## config.mk

```make
export PLATFORM = sky130hd
export DESIGN_NAME = multi_reaction_timer
export DESIGN_NICKNAME = d
export VERILOG_FILES = /design/src/rtl/multi_reaction_timer.sv
export SDC_FILE = /design/constraint.sdc
export NUM_CORES = 1
export LEC_CHECK = 0
export ABC_AREA = 1
export BUFFER_PORTS_ARGS = -buffer_cell sky130_fd_sc_hd__buf_2
export CAP_MARGIN = 20
export CORE_MARGIN = 3
export CORE_UTILIZATION = 56
export DETAILED_ROUTE_END_ITERATION = 8
export HOLD_SLACK_MARGIN = 0.02
export PLACE_DENSITY = 0.9
export SLEW_MARGIN = 10
export SYNTH_ARGS = -nofsm -noshare
export SYNTH_HDL_FRONTEND = slang
export SYNTH_SLANG_ARGS = --single-unit
```

## constraint.sdc

```tcl
create_clock -name clk_i -period 2.8 [get_ports clk_i]
set_clock_uncertainty 0.05 [all_clocks]
set_input_delay 0.14 -clock clk_i [delete_from_list [all_inputs] [get_ports clk_i]]
set_output_delay 0.14 -clock clk_i [all_outputs]
set_load 0.01 [all_outputs]
```

## src/rtl/multi_reaction_timer.sv

```systemverilog
// multi_reaction_timer: N-player reaction timer with false-start, timeout, winner and best-time tracking
module multi_reaction_timer #(
   parameter int N_CH       = 2,
   parameter int TIME_W     = 16,
   parameter int TIMEOUT_MS = 9999,
   parameter int IDX_W      = 3
) (
   input  logic                     clk_i,
   input  logic                     reset_i,
   input  logic                     tick_1ms_i,
   input  logic                     arm_i,
   input  logic                     start_i,
   input  logic [N_CH-1:0]          stop_i,
   output logic [N_CH*TIME_W-1:0]   time_ms_o,
   output logic [N_CH-1:0]          done_o,
   output logic [N_CH-1:0]          false_start_o,
   output logic [N_CH-1:0]          timeout_o,
   output logic [IDX_W-1:0]         winner_o,
   output logic                     winner_valid_o,
   output logic [TIME_W-1:0]        best_ms_o,
   output logic                     best_valid_o,
   output logic                     busy_o
);
   typedef enum logic [1:0] {IDLE, ARMED, RUNNING, FINISHED} state_t;
   localparam logic [TIME_W-1:0] TMAX = TIME_W'(TIMEOUT_MS);
   state_t            state_q, state_d;
   logic [TIME_W-1:0] time_q [N_CH];
   logic [TIME_W-1:0] time_d [N_CH];
   logic [N_CH-1:0]   done_q, done_d, fs_q, fs_d, to_q, to_d, stop_v;
   logic [IDX_W-1:0]  win_q, win_d, first;
   logic [TIME_W-1:0] best_q, best_d, first_t;
   logic              wv_q, wv_d, bv_q, bv_d, busy_q;
   assign stop_v = stop_i & ~done_q;
   always_comb begin
      state_d = state_q;
      time_d  = time_q;
      done_d  = done_q;
      fs_d    = fs_q;
      to_d    = to_q;
      win_d   = win_q;
      wv_d    = wv_q;
      best_d  = best_q;
      bv_d    = bv_q;
      first   = '0;
      first_t = '0;
      for (int i = N_CH - 1; i >= 0; i--)
         if (stop_v[i]) begin
            first   = IDX_W'(i);
            first_t = time_q[i];
         end
      if (arm_i) begin
         state_d = ARMED;
         time_d  = '{default: '0};
         done_d  = '0;
         fs_d    = '0;
         to_d    = '0;
         win_d   = '0;
         wv_d    = 1'b0;
      end else if (state_q == ARMED) begin
         fs_d    = fs_q | stop_v;
         done_d  = done_q | stop_v;
         state_d = &done_d ? FINISHED : start_i ? RUNNING : ARMED;
      end else if (state_q == RUNNING) begin
         // a stop freezes the count even when a tick lands in the same cycle
         for (int i = 0; i < N_CH; i++)
            if (!done_q[i]) begin
               if (stop_i[i]) done_d[i] = 1'b1;
               else if (tick_1ms_i) begin
                  if (time_q[i] == TMAX) begin
                     to_d[i]   = 1'b1;
                     done_d[i] = 1'b1;
                  end else time_d[i] = time_q[i] + 1'b1;
               end
            end
         if (!wv_q && |stop_v) begin
            win_d = first;
            wv_d  = 1'b1;
            if (!bv_q || first_t < best_q) begin
               best_d = first_t;
               bv_d   = 1'b1;
            end
         end
         state_d = &done_d ? FINISHED : RUNNING;
      end
   end
   always_ff @(posedge clk_i or posedge reset_i)
      if (reset_i) begin
         state_q <= IDLE;
         time_q  <= '{default: '0};
         done_q  <= '0;
         fs_q    <= '0;
         to_q    <= '0;
         win_q   <= '0;
         wv_q    <= 1'b0;
         best_q  <= '0;
         bv_q    <= 1'b0;
         busy_q  <= 1'b0;
      end else begin
         state_q <= state_d;
         time_q  <= time_d;
         done_q  <= done_d;
         fs_q    <= fs_d;
         to_q    <= to_d;
         win_q   <= win_d;
         wv_q    <= wv_d;
         best_q  <= best_d;
         bv_q    <= bv_d;
         busy_q  <= (state_d == ARMED) || (state_d == RUNNING);
      end
   for (genvar i = 0; i < N_CH; i++) assign time_ms_o[i*TIME_W +: TIME_W] = time_q[i];
   assign done_o         = done_q;
   assign false_start_o  = fs_q;
   assign timeout_o      = to_q;
   assign winner_o       = win_q;
   assign winner_valid_o = wv_q;
   assign best_ms_o      = best_q;
   assign best_valid_o   = bv_q;
   assign busy_o         = busy_q;
endmodule

```

# ---- Word-level counts from Yosys, hierarchy flattened
# Cells that the tools add are included.
dict set report totals {
  register_bits 62
  input_bits 7
  word_cells 114
}
dict set report op_classes {
  add_sub_neg 2
  order_cmp 1
  n_eq_ne 13
  n_mux 59
  n_bitwise 6
  reduce_logical 21
}
# op n
set ops {}
lappend ops {{16-bit two-way mux} 10}
lappend ops {{32-bit two-way mux} 3}
lappend ops {{16-bit by 1-bit adder with 16-bit output, second input constant} 2}
lappend ops {{16-bit by 14-bit equality test with 1-bit output, second input constant} 2}
lappend ops {{1-bit two-way mux} 28}
lappend ops {{2-bit two-way mux} 13}
lappend ops {{6-bit AND reduction} 4}
lappend ops {{16-bit less-than comparator} 1}
lappend ops {{3-bit two-way mux} 5}
lappend ops {{2-bit inequality test, second input constant} 7}
lappend ops {{2-bit nonzero test} 6}
lappend ops {{5-bit AND reduction} 1}
lappend ops {{2-bit by 1-bit equality test with 1-bit output, second input constant} 2}
lappend ops {{2-bit equality test, second input constant} 2}
lappend ops {{2-bit bitwise OR} 2}
lappend ops {{2-bit AND reduction} 2}
lappend ops {{3-bit AND reduction} 1}
lappend ops {{3-bit nonzero test} 1}
lappend ops {{2-bit bitwise AND} 1}
lappend ops {{1-bit logical NOT} 2}
lappend ops {{1-bit logical OR} 2}
lappend ops {{1-bit inverter} 2}
lappend ops {{2-bit inverter} 1}
lappend ops {{2-bit OR reduction} 1}
lappend ops {{1-bit logical AND} 1}

# ---- Longest topological paths before layout
dict set report logic_depth {
  word_depth 15
  ltp_mapped 19
  depth_no_buf 18
}

# ---- Least setup slack after synthesis
# OpenSTA, ideal clock, no wires.
dict set report synth_timing {
  path_type {reg-to-reg}
  startpoint {reg done_q[0], in the netlist done_o[0]}
  endpoint {reg best_q[0], in the netlist best_ms_o[0]}
  setup_ns 0.117
  arrival_time_ns 2.306
  t_required_ns 2.633
  path_slack_ns 0.327
  stages_incl_launch_ff 18
  synth_period_minus_slack_ns 2.473
  cell_sequence {dfrtp_1 > inv_2 > nand2_4 > nand2_1 > clkbuf_1 > o22ai_1 > ha_1 > a21oi_1 > nor2_1 > a211oi_1 > nand2_1 > nand2_1 > nand2_2 > nand2_4 > nand2_4 > buf_6 > nand2_1 > nand2_1}
}
dict set report synth_via {
  elab_chain_cells 6
  word_cells_on_any_way 8
  cone_classes {order compare (1); mux (1); bitwise (2); reduce/logical (4)}
}
# element line
set synth_lines {}
lappend synth_lines {{start, declared} 29} ;# logic [N_CH-1:0] done_q, done_d, fs_q, fs_d, to_q, to_d, stop_v;
lappend synth_lines {{start signal, assigned} 101} ;# done_q <= done_d;
lappend synth_lines {{2-bit inverter} 33} ;# assign stop_v = stop_i & ~done_q;
lappend synth_lines {{2-bit bitwise AND} 33}
lappend synth_lines {{16-bit two-way mux} 47} ;# if (stop_v[i]) begin
lappend synth_lines {{via first_t[5]} 31} ;# logic [TIME_W-1:0] best_q, best_d, first_t;
lappend synth_lines {{16-bit less-than comparator} 78} ;# if (!bv_q || first_t < best_q) begin
lappend synth_lines {{1-bit logical OR} 78}
lappend synth_lines {{5-bit AND reduction (no line)} --}
lappend synth_lines {{end signal, assigned} 106} ;# best_q <= best_d;
lappend synth_lines {{end, declared} 31}
# The timed path passes the listed nets, and every way through them passes these cells.
# A chain may end at the register's enable or synchronous reset.

# ---- Worst setup path in the final report
# Same ends and word-level chain as after synthesis.

==> results by group <==
Setup path
  • Crit Path Max Fanout: 18
  • CP most frequent cell: nand2_1
  • Setup crit start: done_o[0]
  • Critical path class: reg -> reg
  • Worst Path Required: 2.98 ns
  • Startpoint type of the worst setup path: flop
  • CP Capture Type: flop
  • Critical Path AT: 2.69 ns
  • Slowest cell on the critical path: dfrtp_1
  • Worst-path cell chain: inv_2 > nand2_8 > nand2_4 > o22ai_2 > ha_1 > a21oi_1 > nor2_1 > a211oi_1 > nand2_1 > nand2_1 > nand2_2 > nand2_4 > nand2_4 > nand2_1 > nand2_1
  • Critical Path Max Stage Delay: 0.42 ns
  • RR Startpoint: done_o[0]

Clock network
  • CTS Buf Count: 9
  • Worst-path clk slew: 0.07 ns
  • Clock buffer depth: 2
  • Skew-Pair Late Insertion Delay: 0.35 ns
  • Clk sink count: 60
  • H-tree levels: 3
  • CTS tree: done
  • Clk root buf: clkbuf_8

Floorplanning
  • Core area: 6100 um^2
  • Die height: 86.3 um
  • Row count: 28
  • IO Pins: 67
  • Die W: 86.3 um
  • Initial Utilization: 0.593
  • Die area: 7450 um^2

Routing
  • Vias per cell: 5.95
  • Wirelength per Cell: 16.2 um
  • Via Count: 3658
  • DRT Pass-1 Iters: 6
  • Drc violations: 0
  • DRT iter0 DRCs: 377
  • Post-Route WL: 9980 um
  • Routed Antenna Nets: 0

Timing
  • Fin Setup TNS: 0 ns
  • Pins Over Slew Limit: 0
  • Slew Limit Headroom: 0.597
  • RSZ-0062 raised after global routing: no
  • Period utilization: 0.897
  • Hold Fails Final Rpt: 0
  • # setup viols final: 0
  • Slew @ Worst Pin: 0.603 ns
  • Final worst slack: 0.290 ns
  • Tmin final: 2.51 ns
  • Fmax: 398 MHz

GRT
  • Global-route wire length before repair: 16800 um
  • Pin count of the biggest net entering global routing: 36
  • Vias in the first global route: 3560
  • Total track usage: 0.285
  • Total grt overflow: 0
  • Initial antenna violation count: 0

Outcome
  • Status: finished clean

Hold path
  • Hold Crit Class: in -> reg
  • Hold Crit Start: start_i

Placed design
  • Global placer's final weighted congestion: 0.915
  • Port bufs: 64
  • Hpwl dp: 7430 um
  • Setup WS pre-CTS: 0.0781 ns

Logic synthesis
  • Syn Inst Count: 471
  • Netlist cell types: 32
  • Yosys Warn Count: 0
  • Syn_area_per_cell: 7.67 um^2
  • Post-synthesis cell area: 3610 um^2
  • Post-synthesis sequential area ratio: 0.416
  • Flops & latches, synth: 60

Cells and area
  • Final net count: 560
  • Layout cells sized above 1: 0.191
  • Synthesis-to-finish area growth: 15.7%
  • Ant. Diodes: 0

Power
  • Pleak: 2.09 nW
  • PwrDens: 461 nW/um^2
  • Worst VDD drop: 0.000366 V

Flow run
  • Max_cap viols: 0
-- placed cells by master, fill, tap and decap left out --
cell           instances
clkbuf_1               2
nor3b_1                3
o22ai_2                3
nor3_1                17
a21oi_1               19
nor2_1                31
dfrtp_1               60
a32o_1                 2
nand2_1               96
o31ai_1                2
dlygate4sd3_1          1
inv_2                  4
a211oi_1               3
nor2_2                 3
conb_1                 2
o22ai_1                9
o21ai_0               25
ha_1                  17
o21a_1                 4
nand2_2                5
inv_1                 67
or2_2                  1
nor3_2                 1
o221a_2                1
xor2_1                11
nand4_1                5
nor4_1                11
o21ai_1                5
clkinv_2               2
nand4_2                1
nand2_4                3
buf_4                  3
nand3_1               45
nand2_8                1
buf_2                 64
clkbuf_8              11
-- cell usage after synthesis --
master    number  share of area
a211oi_1       3         0.0062
a21oi_1       19          0.026
a32o_1         2         0.0055
buf_2          2         0.0028
buf_4          4         0.0083
buf_6          2         0.0062
clkbuf_1       7         0.0073
conb_1         1         0.0010
dfrtp_1       60           0.42
ha_1          17          0.059
inv_1         68          0.071
inv_2          3         0.0031
nand2_1       97           0.10
nand2_2        5         0.0087
nand2_4        3         0.0094
nand3_1       45          0.062
nand4_1        5         0.0087
nand4_2        1         0.0035
nor2_1        32          0.033
nor2_2         2         0.0035
nor3_1        17          0.024
nor3_2         1         0.0028
nor3b_1        3         0.0062
nor4_1        11          0.019
o21a_1         4         0.0083
o21ai_0       27          0.037
o21ai_1        3         0.0042
o221a_2        1         0.0031
o22ai_1       12          0.021
o31ai_1        2         0.0042
or2_2          1         0.0017
xor2_1        11          0.027
-- kinds of logic after synthesis --
| logic type | count (synthesis) | share of synthesized area |
|---|---|---|
| AOI/OAI and AO/OA | 73 | 0.116 |
| xor gates and xnor gates | 11 | 0.0267 |
| adders and majority gates | 17 | 0.0589 |
| buffers and inverters | 86 | 0.0984 |
| DFF | 60 | 0.416 |
| other | 1 | 0.00104 |
| and+or+nand+nor | 223 | 0.283 |
-- report_power, final --
part / switching, W / internal (W) / leakage [nW]
Clock: 0.000338 / 0.000362 / 0.0893
Combinational: 0.000209 / 0.0000864 / 1.18
Sequential: 0.0000326 / 0.000901 / 0.822
Total: 0.000579 / 0.00135 / 2.09
-- flip-flops by register name (all words and copies together), names as in the netlist --
register and cells:
winner_o 1, false_start_o 2, busy_o 1, timeout_o 2
best_ms_o 16, done_o 2, best_valid_o 1, winner_valid_o 1
time_ms_o 32, state_q 2
-- worst max-delay path: cells and delay by family (launching register included) --
family                   cells  cell delay [ns]
flip-flops                   1             0.42
AO/OA/AOI/OAI                3             0.43
AND/OR/NAND/NOR             10             1.05
buffers and inverters        1             0.12
adder cells (fa/ha/maj)      1             0.31
-- timing repair --
item / CTS / global route
gates resized for setup: 0 / 9
endpoints found under the hold margin: 25 / 0
setup buffers: 0 / 0
setup endpoints to repair: 0 / 16
hold buffers: 1 / 0
-- metrics by stage --
| step | power [W] | cell area (um^2) | hold slack [ns] | instances | utilization |
|---|---|---|---|---|---|
| after detailed placement | 0.00123 | 3960 | 0.175 | 599 | 0.650 |
| after floorplan | 0.00116 | 3620 | 0.325 | 472 | - |
| after CTS | 0.00191 | 4140 | 0.108 | 615 | 0.680 |
| after global routing | 0.00201 | 4180 | 0.129 | 615 | 0.686 |
| final | 0.00193 | 4180 | 0.112 | 615 | 0.686 |
| after global placement | 0.00121 | 3960 | 0.171 | 599 | 0.650 |
-- per-layer routing --
metal  global-route usage  wire (um)  vias up
li1                     -          -     1688
met1                0.372       3980     1692
met2                0.459       4750      236
met3               0.0570        903       42
met4                0.132        343        0
met5                    0          0        -
-- final timing paths --
kind	to	slack (ns)	cells after the start
hold reg to reg	timeout_o[1]	0.44	1
setup reg to reg	best_ms_o[0]	0.29	15
min in group asynchronous	best_ms_o[10]	0.34	3
max in group asynchronous	time_ms_o[0]	1.51	4
setup / recovery	best_ms_o[0]	0.29	15
hold / removal	state_q[0]	0.11	4
-- area by class of cell --
class | instances | area [um^2]
inverter | 71 | 267
multi-input combinational | 326 | 1800
timing repair buffer | 68 | 353
sequential | 60 | 1500
tap | 75 | 93.8
clock buffer | 13 | 159
fill | 506 | 1920
clock inverter | 2 | 10.0
Note: power is estimated with default switching activity, not from simulation.
